==> src/rtl/stall_flush_unit_pkg.sv <==
// Shared definitions for the pipeline stall/flush control unit:
// FSM state encoding, register constants and the control-bundle type.
package stall_flush_unit_pkg;

  typedef enum logic [1:0] {
    RUN      = 2'd0,
    MEM_WAIT = 2'd1,
    ERROR    = 2'd2
  } sfu_state_e;

  localparam logic [4:0]  REG_X0              = 5'h00;
  localparam int unsigned MEM_TIMEOUT_DEFAULT = 64;
  localparam int unsigned WAIT_CNT_W          = 8;

  // One bit per pipeline-register control line driven by the unit.
  typedef struct packed {
    logic stall_f;
    logic stall_d;
    logic stall_e;
    logic stall_m;
    logic flush_d;
    logic flush_e;
    logic flush_w;
  } pipe_ctrl_t;

  localparam pipe_ctrl_t CTRL_NONE   = '0;
  localparam pipe_ctrl_t CTRL_FREEZE = '{stall_f: 1'b1, stall_d: 1'b1, stall_e: 1'b1,
                                         stall_m: 1'b1, flush_d: 1'b0, flush_e: 1'b0,
                                         flush_w: 1'b1};
  localparam pipe_ctrl_t CTRL_BRANCH = '{stall_f: 1'b0, stall_d: 1'b0, stall_e: 1'b0,
                                         stall_m: 1'b0, flush_d: 1'b1, flush_e: 1'b1,
                                         flush_w: 1'b0};
  localparam pipe_ctrl_t CTRL_LOAD   = '{stall_f: 1'b1, stall_d: 1'b1, stall_e: 1'b0,
                                         stall_m: 1'b0, flush_d: 1'b0, flush_e: 1'b1,
                                         flush_w: 1'b0};

  // A load in E whose destination is read by D; x0 never creates a dependence.
  function automatic logic is_load_use(input logic       is_load,
                                       input logic [4:0] rd_e,
                                       input logic [4:0] rs1_d,
                                       input logic [4:0] rs2_d);
    return is_load && (rd_e != REG_X0) && ((rd_e == rs1_d) || (rd_e == rs2_d));
  endfunction

endpackage

==> src/rtl/sat_counter.sv <==
// Increment-enable counter that sticks at all-ones instead of wrapping.
// Synchronous active-low reset.
module sat_counter #(
  parameter int unsigned W = 16
) (
  input  logic         clk,
  input  logic         rst_n,
  input  logic         en,
  output logic [W-1:0] count
);

  // NOTE: sequential state is written with non-blocking assignments only, so
  // every flop samples the pre-edge values regardless of block ordering.
  always_ff @(posedge clk) begin
    if (!rst_n) begin
      count <= '0;
    end else if (en && (count != '1)) begin
      count <= count + W'(1);
    end
  end

endmodule

==> src/rtl/stall_flush_unit.sv <==
// Hazard control for the 5-stage RV32 pipe: load-use stalls, branch flushes,
// data-memory wait freeze with timeout, and saturating perf counters.
module stall_flush_unit
  import stall_flush_unit_pkg::*;
#(
  parameter int unsigned MEM_TIMEOUT = MEM_TIMEOUT_DEFAULT,
  parameter int unsigned CNT_W       = 16
) (
  input  logic             clk,
  input  logic             reset,
  input  logic             ResultSrcE0,
  input  logic [4:0]       RD_E,
  input  logic [4:0]       Rs1_D,
  input  logic [4:0]       Rs2_D,
  input  logic             PCSrcE,
  input  logic             MemReqM,
  input  logic             MemReadyM,
  output logic             StallF,
  output logic             StallD,
  output logic             StallE,
  output logic             StallM,
  output logic             FlushD,
  output logic             FlushE,
  output logic             FlushW,
  output logic             MemTimeout,
  output logic [CNT_W-1:0] StallCycles,
  output logic [CNT_W-1:0] FlushEvents
);

  localparam logic [WAIT_CNT_W-1:0] WAIT_LAST = WAIT_CNT_W'(MEM_TIMEOUT - 1);

  sfu_state_e             state, state_d;
  logic [WAIT_CNT_W-1:0]  wait_cnt, wait_cnt_d;
  pipe_ctrl_t             ctrl;
  logic                   lw_stall;
  logic                   mem_wait;
  logic                   branch_flush;

  assign lw_stall = is_load_use(ResultSrcE0, RD_E, Rs1_D, Rs2_D);
  assign mem_wait = MemReqM && !MemReadyM;

  // Control outputs: a memory wait freezes everything (pending branch or
  // load-use is replayed after release); a branch beats a load-use because
  // the dependent instruction in D is being flushed anyway.
  // NOTE: every variable driven from always_comb gets a default first, so no
  // path through the block can leave it unassigned and infer a latch.
  always_comb begin
    ctrl         = CTRL_NONE;
    branch_flush = 1'b0;
    if (reset) begin
      if ((state == ERROR) || mem_wait) begin
        ctrl = CTRL_FREEZE;
      end else if (PCSrcE) begin
        ctrl         = CTRL_BRANCH;
        branch_flush = 1'b1;
      end else if (lw_stall) begin
        ctrl = CTRL_LOAD;
      end
    end
  end

  always_comb begin
    state_d    = state;
    wait_cnt_d = wait_cnt;
    unique case (state)
      RUN: begin
        if (mem_wait) state_d = MEM_WAIT;
      end
      MEM_WAIT: begin
        if (!mem_wait)                  state_d = RUN;
        else if (wait_cnt == WAIT_LAST) state_d = ERROR;
      end
      ERROR: begin
        state_d = ERROR;
      end
      default: begin
        state_d = RUN;
      end
    endcase
    // Counts consecutive wait cycles; frozen once the error is latched.
    if (state != ERROR) begin
      wait_cnt_d = mem_wait ? (wait_cnt + WAIT_CNT_W'(1)) : '0;
    end
  end

  always_ff @(posedge clk) begin
    if (!reset) begin
      state    <= RUN;
      wait_cnt <= '0;
    end else begin
      state    <= state_d;
      wait_cnt <= wait_cnt_d;
    end
  end

  sat_counter #(.W(CNT_W)) u_stall_cnt (
    .clk   (clk),
    .rst_n (reset),
    .en    (ctrl.stall_f && (state != ERROR)),
    .count (StallCycles)
  );

  sat_counter #(.W(CNT_W)) u_flush_cnt (
    .clk   (clk),
    .rst_n (reset),
    .en    (branch_flush),
    .count (FlushEvents)
  );

  assign StallF     = ctrl.stall_f;
  assign StallD     = ctrl.stall_d;
  assign StallE     = ctrl.stall_e;
  assign StallM     = ctrl.stall_m;
  assign FlushD     = ctrl.flush_d;
  assign FlushE     = ctrl.flush_e;
  assign FlushW     = ctrl.flush_w;
  assign MemTimeout = (state == ERROR);

endmodule

==> config.mk <==
export PLATFORM = sky130hd
export DESIGN_NAME = stall_flush_unit
export DESIGN_NICKNAME = d
export VERILOG_FILES = /design/src/rtl/stall_flush_unit_pkg.sv /design/src/rtl/sat_counter.sv /design/src/rtl/stall_flush_unit.sv
export SDC_FILE = /design/constraint.sdc
export NUM_CORES = 1
export LEC_CHECK = 0
export CORE_MARGIN = 2
export CORE_UTILIZATION = 48
export CTS_CLUSTER_DIAMETER = 100
export DETAILED_ROUTE_END_ITERATION = 12
export PLACE_DENSITY = 0.8
export SETUP_SLACK_MARGIN = 0.02
export SLEW_MARGIN = 20
export SYNTH_ARGS = -nofsm -noshare
export SYNTH_HDL_FRONTEND = slang
export SYNTH_SLANG_ARGS = --single-unit
==> constraint.sdc <==
create_clock -name clk -period 2.4 [get_ports clk]
set_input_delay 0.24 -clock clk [delete_from_list [all_inputs] [get_ports clk]]
set_output_delay 0.24 -clock clk [all_outputs]
set_load 0.005 [all_outputs]
== Word-level counts from Yosys, hierarchy flattened ==
Cells that the tools add are included.

* Register bits after elaboration: 42
* Output and inout bits: 40
* Input port bits: 21

* Reduce and logical (&&, ||, !) cells: 12
* Add/subtract/negate cells: 3
* Eq/ne operators: 10
* Multiplexer cells: 12

{| class="wikitable"
|+ Operator list
! operator !! count
|-
| $add A16 B1 Y16 const B || 2
|-
| $ne A16 B16 Y1 const B || 2
|-
| $mux W7 || 4
|-
| $eq A5 B5 Y1 || 2
|-
| $add A8 B1 Y8 const B || 1
|-
| $eq A8 B6 Y1 const B || 1
|-
| $mux W8 || 1
|-
| $logic_and A1 B1 Y1 || 6
|-
| $mux W2 || 3
|-
| $pmux W2 S3 || 1
|-
| $reduce_bool A5 Y1 || 1
|-
| $ne A2 B2 Y1 const B || 2
|-
| $mux W1 || 3
|-
| $ne A3 B3 Y1 const B || 1
|-
| $eq A2 B1 Y1 const B || 1
|-
| $eq A2 B2 Y1 const B || 1
|-
| $logic_not A2 Y1 || 1
|-
| $logic_or A1 B1 Y1 || 2
|-
| $reduce_and A2 Y1 || 1
|-
| $logic_not A1 Y1 || 1
|}

== Longest topological paths before layout ==
Gate-level depths: netlist of run 1.

* Depth after elaboration: 9
* Mapped depth: 8
* Gate-level depth less buffers: 7

== Hierarchy ==
From an unflattened synthesis of run 1, not the netlist that was laid out.

* Cell total of the unflattened synthesis: 275
* Area, all modules: 2387.3 µm²

{| class="wikitable"
|+ Modules (own cells, without submodules)
! module !! instances !! seq. area each (µm²) !! cells an instance !! area each (µm²)
|-
| sat_counter || 2 || 320.3 || 97 || 837.1
|-
| stall_flush_unit || 1 || 200.2 || 81 || 713.2
|}

== Worst setup path after synthesis of run 1 ==
OpenSTA, ideal clock, no wires.

* Path kind: register -> register
* From: register u_stall_cnt.count[0]
* To: register u_stall_cnt.count[9]
* Data required time: 2329 ps
* Arrival: 1739 ps
* Cell stages (with the launch flop): 8
* Path slack: 591 ps
* Path buffers: 0
* Library setup time: 71 ps
* Cells stage by stage: dfxtp_1 > ha_1 > nand4_1 > nor2_4 > a211oi_2 > a21oi_4 > or4_1 > a21oi_1

* Word-level cells in the longest chain between the ends: 2
* Elaborated cells on any way between the ends: 3
* Those cells by class: 1 x add/sub; 1 x eq/ne; 1 x reduce/logical

{| class="wikitable"
|+ RTL lines
! element !! line !! RTL
|-
| from (decl) || sat_counter.sv:9 || <nowiki>output logic [W-1:0] count</nowiki>
|-
| from (signal assigned) || sat_counter.sv:18 || <nowiki>count <= count + W'(1);</nowiki>
|-
| parallel branches: the longest is 2 deep, another holds $add A16 B1 Y16 || - ||
|}

Parallel ways; which one is timed is not known.
A chain may end at the register's enable or synchronous reset.

== Worst setup path after layout of run 1 ==
* From: input port RD_E[3]
* To: output port FlushE

* Word-level cells in the longest chain between the ends: 7
* Elaborated cells on any way between the ends: 10
* Those cells by class: 2 x eq/ne; 4 x mux; 4 x reduce/logical

{| class="wikitable"
|+ RTL lines
! element !! line !! RTL
|-
| from (decl) || stall_flush_unit.sv:12 || <nowiki>input logic [4:0] RD_E,</nowiki>
|-
| $eq A5 B5 Y1 / $reduce_bool A5 Y1 (equally long branches) || stall_flush_unit_pkg.sv:42 || <nowiki>return is_load && (rd_e != REG_X0) && ((rd_e == rs1_d) || (rd_e == rs2_d));</nowiki>
|-
| $logic_or A1 B1 Y1 / $logic_and A1 B1 Y1 (equally long branches) || stall_flush_unit_pkg.sv:42 ||
|-
| $logic_and A1 B1 Y1 (*) || stall_flush_unit_pkg.sv:42 ||
|-
| $mux W7 (*) || stall_flush_unit.sv:56 || <nowiki>end else if (lw_stall) begin</nowiki>
|-
| $mux W7 (*) || stall_flush_unit.sv:53 || <nowiki>end else if (PCSrcE) begin</nowiki>
|-
| $mux W7 (*) || stall_flush_unit.sv:51 || <nowiki>if ((state == ERROR) || mem_wait) begin</nowiki>
|-
| $mux W7 (*) || stall_flush_unit.sv:50 || <nowiki>if (reset) begin</nowiki>
|-
| to (decl) || stall_flush_unit.sv:23 || <nowiki>output logic FlushE,</nowiki>
|}

Mark *: on every way between the ends. The rest lies on a longest branch, timed or not.

==> results.cfg, run 1 <==
[status]
status = completed

[sta]
fmax_ghz = 0.435
tightestPinTransition_ns = 0.464
final.setup_skew_ns = 0.0106
finalCriticalPeriod_ns = 2.30
timing.hold.ws_ns = 0.457
min_period_over_period_pct = 95.8
drv_slew = 0
maxSlewHeadroom_pct = 68.9
setup-tns-final_ns = 0
hold_viol = 0
rsz0062_at_grt = false
setup_viol = 0
fin_ws_ns = 0.101

[synthesis]
yosysTopAreaCellShare_pct = 38.1
synth-edff-count = 0
syn_nets = 276
ys_seq_area_share_pct = 38.1
ys_ff_latch = 42
postSynthCellCount = 252
netlist_area_um2 = 2210
avgSynthCellArea_um2 = 8.76
yosys_warnings = 0
synth_top_area_cell = dfxtp_1
synth_area_leaders = dfxtp_1 38%, xnor2_1 7.1%, nor2_1 4.2%
synth_cell_types = 48
async_reset_ff_share_pct = 0
synth_ff_type = dfxtp_1

[route]
drcViolationCount = 0
routed_wl_um = 4980
ant_nets = 0
wl_per_cell_um = 13.5
vias_per_cell = 5.53
firstDrtPassIters = 4
drt-initial-drc-count = 118
vias = 2042

[finish]
final_cell_mix = 54 x clkdlybuf4s50_1, 42 x dfxtp_1, 25 x nor2_1
layout_commonest_cell = clkdlybuf4s50_1
finish.utilization_pct = 68.2
num-fill-cells = 353
areaGrowthSynthToFinish_pct = 35.5
design_area_um2 = 2990
num-nets-final = 340
diodes = 0
fin_cells = 369
drive_above_1_share_pct = 8.83

[critical_path]
required_ns = 2.16
critPathArrivalTime_ns = 2.06
worstPathMaxFanout = 3
critPathLaunchType = input pin
end_kind = primary output
crit_type = input pin to primary output

[pwr]
p_leak_nw = 1.07
vdd_ir_drop_max_mv = 0.335
powerDensity_nw_per_um2 = 440
p_total_mw = 1.32

[grt]
grtUsageTotal_pct = 20.0
overflow = 0
grt_max_degree = 25
antenna_found_initial = 0
grt_first_pass_wirelength_um = 8370
grt_pass1_vias = 1850

[die]
start_util_pct = 50.4
die_width_um = 71.8
rows = 24
die_area_um2 = 5160
design.core.area_um2 = 4380
io_pins = 61
die_y_um = 71.8

[placement]
place_ws_ns = -0.0148
io_buffer_count = 60
dp_cells = 361
dp_hpwl_um = 3720
gp_congestion = 0.819
place_area_um2 = 2870

[clock_tree]
clock_sinks = 42
numCtsBuffers = 5
cts_setup_buffers = 0
root_buffer = clkbuf_8
clk_pin_slew_worst_paths_ns = 0.07
ctsHoldBuffers = 0
clk_path_buf_depth = 2
insertion_delay_ns = 0.29
tritoncts = done
htreeDepth = 2

[run]
drv_cap = 0

[worst_hold_path]
hp-class = flop to flop
==> timing repair <==
item | in CTS | in global routing
setup endpoints to repair | 2 | 3
pin swaps | 0 | 4
resized for setup | 2 | 6
==> Yosys cell counts (2+ instances only) <==
library cell,number
a211oi_2,2
a21oi_1,13
and3_1,4
and4_1,4
buf_2,2
buf_4,4
buf_6,2
clkbuf_1,3
dfxtp_1,42
ha_1,3
inv_1,8
mux2i_1,5
nand2_1,18
nand2b_1,6
nand3_1,18
nand4_1,6
nor2_1,25
nor3_1,4
nor4_1,5
o211ai_1,6
o21a_1,2
o21ai_0,3
o21ai_1,2
o31ai_1,10
or3_1,4
or4_1,4
xnor2_1,18
xor2_1,9
==> final timing paths <==
| check | start | end | slack, ns | cells past startpoint |
|---|---|---|---|---|
| setup / recovery | RD_E[3] | FlushE | 0.10 | 6 |
| hold / removal | state[1]$_SDFFE_PN0P_ | state[0]$_SDFFE_PN0P_ | 0.46 | 1 |
| setup reg to reg | state[0]$_SDFFE_PN0P_ | u_stall_cnt.count[10]$_SDFFE_PN0P_ | 0.33 | 7 |
| hold reg to reg | state[1]$_SDFFE_PN0P_ | state[0]$_SDFFE_PN0P_ | 0.46 | 1 |
==> kinds of logic after synthesis <==
| family | share of synthesized area [%] |
|---|---|
| AO/OA/AOI/OAI | 16.5 |
| buffers and inverters | 4.87 |
| flip-flops | 38.1 |
| multiplexers | 2.27 |
| adder cells (fa/ha/maj) | 1.70 |
| XOR/XNOR | 10.7 |
| AND/OR/NAND/NOR | 25.9 |
==> registers in the layout (all words and copies together) (netlist names) <==
name	flops
state	2
u_flush_cnt.count	16
u_stall_cnt.count	16
wait_cnt	8
==> worst max-delay path: stages <==
cell and delay (ns):
clkdlybuf4s50_1 0.47, or4_4 0.52, o21ai_4 0.16, nand2b_4 0.16
a21oi_1 0.06, clkdlybuf4s50_1 0.45
==> cell type report <==
| cell class | count | area (um^2) | area share (%) |
|---|---|---|---|
| multi-input combinational | 190 | 1270 | 42.5 |
| tap | 52 | 65.1 | 2.17 |
| inverter | 9 | 33.8 | 1.13 |
| timing repair buffer | 68 | 688 | 23.0 |
| clock buffer | 7 | 86.3 | 2.89 |
| clock inverter | 1 | 5.00 | 0.167 |
| sequential | 42 | 841 | 28.1 |
==> per-layer routing <==
metal | vias to the layer above | track usage [%] | routed length [um]
met3 | 2 | 4.50 | 203
li1 | 1035 | - | -
met1 | 963 | 26.5 | 2340
met4 | 0 | 2.73 | 17
met5 | - | 0 | 0
met2 | 42 | 34.4 | 2420
==> where the power goes <==
| group | leakage [nW] | switching, mW | internal, mW | total, mW |
|---|---|---|---|---|
| registers | 0.339 | 0.00543 | 0.701 | 0.707 |
| logic | 0.687 | 0.0628 | 0.0799 | 0.143 |
| clock network | 0.0482 | 0.235 | 0.232 | 0.467 |
Note: power is estimated with default switching activity, not from simulation.
==> inputs of run 2 (changes only) <==
- CORE_UTILIZATION: 48 -> 52
- PLACE_DENSITY: 0.8 -> 0.86
- TNS_END_PERCENT: unset -> 5
- clock period: 2.4 -> 2.8 ns (I/O delays scaled with it)
==> results.cfg, run 2 (same netlist as run 1, synthesis figures left out) <==
[status]
status = completed

[placement]
place_area_um2 = 2830
gp_congestion = 0.817
dp_hpwl_um = 3740
dp_cells = 355
io_buffer_count = 60

[die]
rows = 23
die_y_um = 69.2
io_pins = 61
design.core.area_um2 = 4060
die_area_um2 = 4780
start_util_pct = 54.4
die_width_um = 69.2

[critical_path]
cp_cell_sequence = clkdlybuf4s50_1 -> xnor2_1 -> nand3_1 -> o22ai_2 -> nand2b_1 -> o31ai_2 -> clkdlybuf4s50_1
crit_path_top_delay_cell = clkdlybuf4s50_1
worst-path-buf-inv = 2
reg2reg_from = u_stall_cnt.count[7]$_SDFFE_PN0P_
crit_type = input pin to primary output
required_ns = 2.52
cp-startpoint = RD_E[0]
reg2reg_slack_ns = 0.62
critPathArrivalTime_ns = 2.33
critPathLaunchType = input pin
slowest_delay_ns = 0.61
worstPathMaxFanout = 3
cpMostUsedCell = clkdlybuf4s50_1
critPathTopFamily = buffers and inverters
end_kind = primary output

[grt]
grt_first_pass_wirelength_um = 8850
grt_max_degree = 20
grtUsageTotal_pct = 22.2
overflow = 0
antenna_found_initial = 0
grt_pass1_vias = 1972

[sta]
setup_viol = 0
tightestPinTransition_ns = 0.500
hold_viol = 0
setup-tns-final_ns = 0
drv_slew = 0
maxSlewHeadroom_pct = 66.5
fmax_ghz = 0.383
min_period_over_period_pct = 93.4
finalCriticalPeriod_ns = 2.61
final.setup_skew_ns = 0.00943
rsz0062_at_grt = false

[finish]
num-nets-final = 336
design_area_um2 = 2940
fin_cells = 363
areaGrowthSynthToFinish_pct = 33.1
drive_above_1_share_pct = 7.03
layout_commonest_cell = clkdlybuf4s50_1
diodes = 0
largestRegisters = u_flush_cnt.count (16), u_stall_cnt.count (16), wait_cnt (8)
final_cell_mix = 60 x clkdlybuf4s50_1, 42 x dfxtp_1, 25 x nor2_1

[pwr]
p_int_mw = 0.932
vdd_ir_drop_max_mv = 0.520
p_comb_share_pct = 9.6
power.switching_mw = 0.264
p_total_mw = 1.20
powerDensity_nw_per_um2 = 407
p_leak_nw = 0.979
p_clk_share_pct = 39.6
sw_frac_of_total_pct = 22.1
seqPwrFrac_pct = 50.7

[route]
vias_per_cell = 5.81
wl_per_cell_um = 14.3
vias = 2109
drcViolationCount = 0
drt-initial-drc-count = 98
routed_wl_um = 5190
ant_nets = 0
firstDrtPassIters = 5

[clock_tree]
ctsHoldBuffers = 0
htreeDepth = 2
clock_sinks = 42
clk_path_buf_depth = 2
tritoncts = done
clk_pin_slew_worst_paths_ns = 0.07
cts_setup_buffers = 0
root_buffer = clkbuf_8
insertion_delay_ns = 0.30
numCtsBuffers = 5

[worst_hold_path]
worstHoldStart = state[1]$_SDFFE_PN0P_
hp-class = flop to flop

[run]
drv_cap = 0
==> run 2: through the flow <==
stage	setup slack [ns]	utilization, %	hold slack [ns]
6_report	0.186	72.4	0.456
5_1_grt	0.0770	72.4	0.484
4_1_cts	0.117	72.3	0.462
3_5_place_dp	0.124	69.7	0.452
3_3_place_gp	0.191	69.7	0.435
2_1_floorplan	0.991	-	0.427
==> run 2: worst paths after layout <==
check / depth (start not counted) / end
min reg2reg: 1 / state[0]$_SDFFE_PN0P_
min: 1 / state[0]$_SDFFE_PN0P_
max: 7 / StallF
max reg2reg: 7 / u_stall_cnt.count[0]$_SDFFE_PN0P_
==> run 2: timing repair <==
action,in CTS,in global routing
resized for setup,0,1
hold endpoints to repair,0,0
endpoints found under the setup margin,0,2
==> run 2: final cells by class <==
| type | count | area, um^2 |
|---|---|---|
| inverters | 9 | 33.8 |
| clock buffers | 7 | 76.3 |
| repair buffers | 64 | 631 |
| clock inverters | 1 | 30.0 |
| multi-input cells | 190 | 1260 |
| well taps | 50 | 62.6 |
| flip-flops and latches | 42 | 841 |
| fillers | 299 | 1120 |
==> run 2: worst reg2reg max path: cells and delay by family (launching register included) <==
family / cells / cell delay [ns]
buffers and inverters: 1 / 0.25
AO/OA/AOI/OAI: 2 / 0.61
AND/OR/NAND/NOR: 3 / 0.62
XOR/XNOR: 1 / 0.16
flip-flops: 1 / 0.44
==> run 2: routing by layer <==
layer	vias up	global-route usage, %	wire length, um
met3	4	5.85	292
met4	0	6.75	51
met2	72	37.2	2590
met1	1000	27.8	2260
met5	-	0	0
li1	1033	-	-
==> run 2: power by group through the flow <==
stage / clock [mW] / sequential [mW] / combinational (mW)
CTS: 0.474 / 0.606 / 0.115
detailed placement: 0 / 0.620 / 0.114
finish: 0.474 / 0.606 / 0.115
floorplan: 0 / 0.619 / 0.0579
global route: 0.502 / 0.607 / 0.125
global placement: 0 / 0.620 / 0.112
==> inputs of run 3 (changes only) <==
- CTS_BUF_LIST: unset -> sky130_fd_sc_hd__clkbuf_4 sky130_fd_sc_hd__clkbuf_8 sky130_fd_sc_hd__clkbuf_16
==> results.cfg, run 3 (same netlist as run 1, synthesis figures left out) <==
[route]
vias = 2080
vias_per_cell = 5.73
wl_per_cell_um = 14.4
drcViolationCount = 0
routed_wl_um = 5230
ant_nets = 0
firstDrtPassIters = 5
drt-initial-drc-count = 94

[placement]
dp_hpwl_um = 3740
gp_congestion = 0.817
place_ws_ns = 0.124
place_area_um2 = 2830
io_buffer_count = 60

[finish]
largestRegisters = u_flush_cnt.count (16), u_stall_cnt.count (16), wait_cnt (8)
diodes = 0
layout_commonest_cell = clkdlybuf4s50_1
drive_above_1_share_pct = 7.67
final_cell_mix = 60 x clkdlybuf4s50_1, 42 x dfxtp_1, 25 x nor2_1
areaGrowthSynthToFinish_pct = 33.4
num-fill-cells = 296
num-nets-final = 336
design_area_um2 = 2950

[pwr]
p_leak_nw = 0.986
vdd_ir_drop_max_mv = 0.527
powerDensity_nw_per_um2 = 412

[grt]
overflow = 0
antenna_found_initial = 0
grt_first_pass_wirelength_um = 8890
grt_pass1_vias = 1985
grt_max_degree = 20
grtUsageTotal_pct = 22.3

[sta]
setup_viol = 0
rsz0062_at_grt = false
fin_ws_ns = 0.193
setup-tns-final_ns = 0
fmax_ghz = 0.384
maxSlewHeadroom_pct = 66.9
drv_slew = 0
tightestPinTransition_ns = 0.495
timing.hold.ws_ns = 0.457
hold_viol = 0
final.setup_skew_ns = 0.00863
min_period_over_period_pct = 93.1
finalCriticalPeriod_ns = 2.61

[critical_path]
crit_type = input pin to primary output
worstPathMaxFanout = 3
critPathLaunchType = input pin
required_ns = 2.52
critPathArrivalTime_ns = 2.33
end_kind = primary output

[die]
start_util_pct = 54.4
design.core.area_um2 = 4060
io_pins = 61
die_width_um = 69.2
rows = 23
die_y_um = 69.2
die_area_um2 = 4780

[clock_tree]
tritoncts = done
clk_path_buf_depth = 2
clock_sinks = 42
clk_pin_slew_worst_paths_ns = 0.07
insertion_delay_ns = 0.30
root_buffer = clkbuf_8
numCtsBuffers = 5
htreeDepth = 2

[run]
drv_cap = 0

[status]
status = completed

[worst_hold_path]
hp-class = flop to flop
[run 3: stage by stage]
step           total power [mW]  cells  utilization (%)
2_1_floorplan             0.677    252                -
6_report                   1.21    363             72.6
4_1_cts                    1.21    363             72.5
3_3_place_gp              0.732    355             69.7
5_1_grt                    1.25    363             72.6
3_5_place_dp              0.735    355             69.7
[run 3: worst paths after layout]
path,startpoint,to,slack (ns),cells after the start
setup / recovery,RD_E[0],StallF,0.19,7
hold / removal,state[1]$_SDFFE_PN0P_,state[0]$_SDFFE_PN0P_,0.46,1
setup reg to reg,u_stall_cnt.count[6]$_SDFFE_PN0P_,u_stall_cnt.count[0]$_SDFFE_PN0P_,0.61,7
hold reg to reg,state[1]$_SDFFE_PN0P_,state[0]$_SDFFE_PN0P_,0.46,1
[run 3: area by class of cell]
class / count / area, um^2 / share of cell area [%]
clock buffer: 7 / 83.8 / 2.85
clock inverter: 1 / 30.0 / 1.02
inverter: 9 / 33.8 / 1.15
multi-input combinational: 190 / 1260 / 42.9
sequential: 42 / 841 / 28.5
tap: 50 / 62.6 / 2.12
timing repair buffer: 64 / 631 / 21.4
[run 3: metal layers]
layer / up-vias / routed length (um) / track usage (%)
met2: 56 / 2610 / 37.8
met4: 0 / 65 / 6.97
met3: 7 / 255 / 5.85
met5: - / 0 / 0
li1: 1031 / - / -
met1: 986 / 2290 / 27.7
[run 3: where the power goes]
| group | internal (mW) | switching (mW) | total [mW] |
|---|---|---|---|
| registers | 0.601 | 0.00506 | 0.606 |
| clock network | 0.286 | 0.207 | 0.493 |
| logic | 0.0637 | 0.0517 | 0.115 |
| total | 0.951 | 0.263 | 1.21 |
[run 3: repair_timing]
| item | in CTS | in global routing |
|---|---|---|
| setup buffers | 0 | 0 |
| hold buffers | 0 | 0 |
| gates resized for setup | 0 | 1 |
| setup endpoints to repair | 0 | 2 |
[run 3: critical path, stage by stage]
cell and delay (ns):
clkdlybuf4s50_1 0.60, xnor2_1 0.16, nand3_1 0.10, o22ai_2 0.26
nand2b_1 0.13, o31ai_2 0.23, clkdlybuf4s50_1 0.56
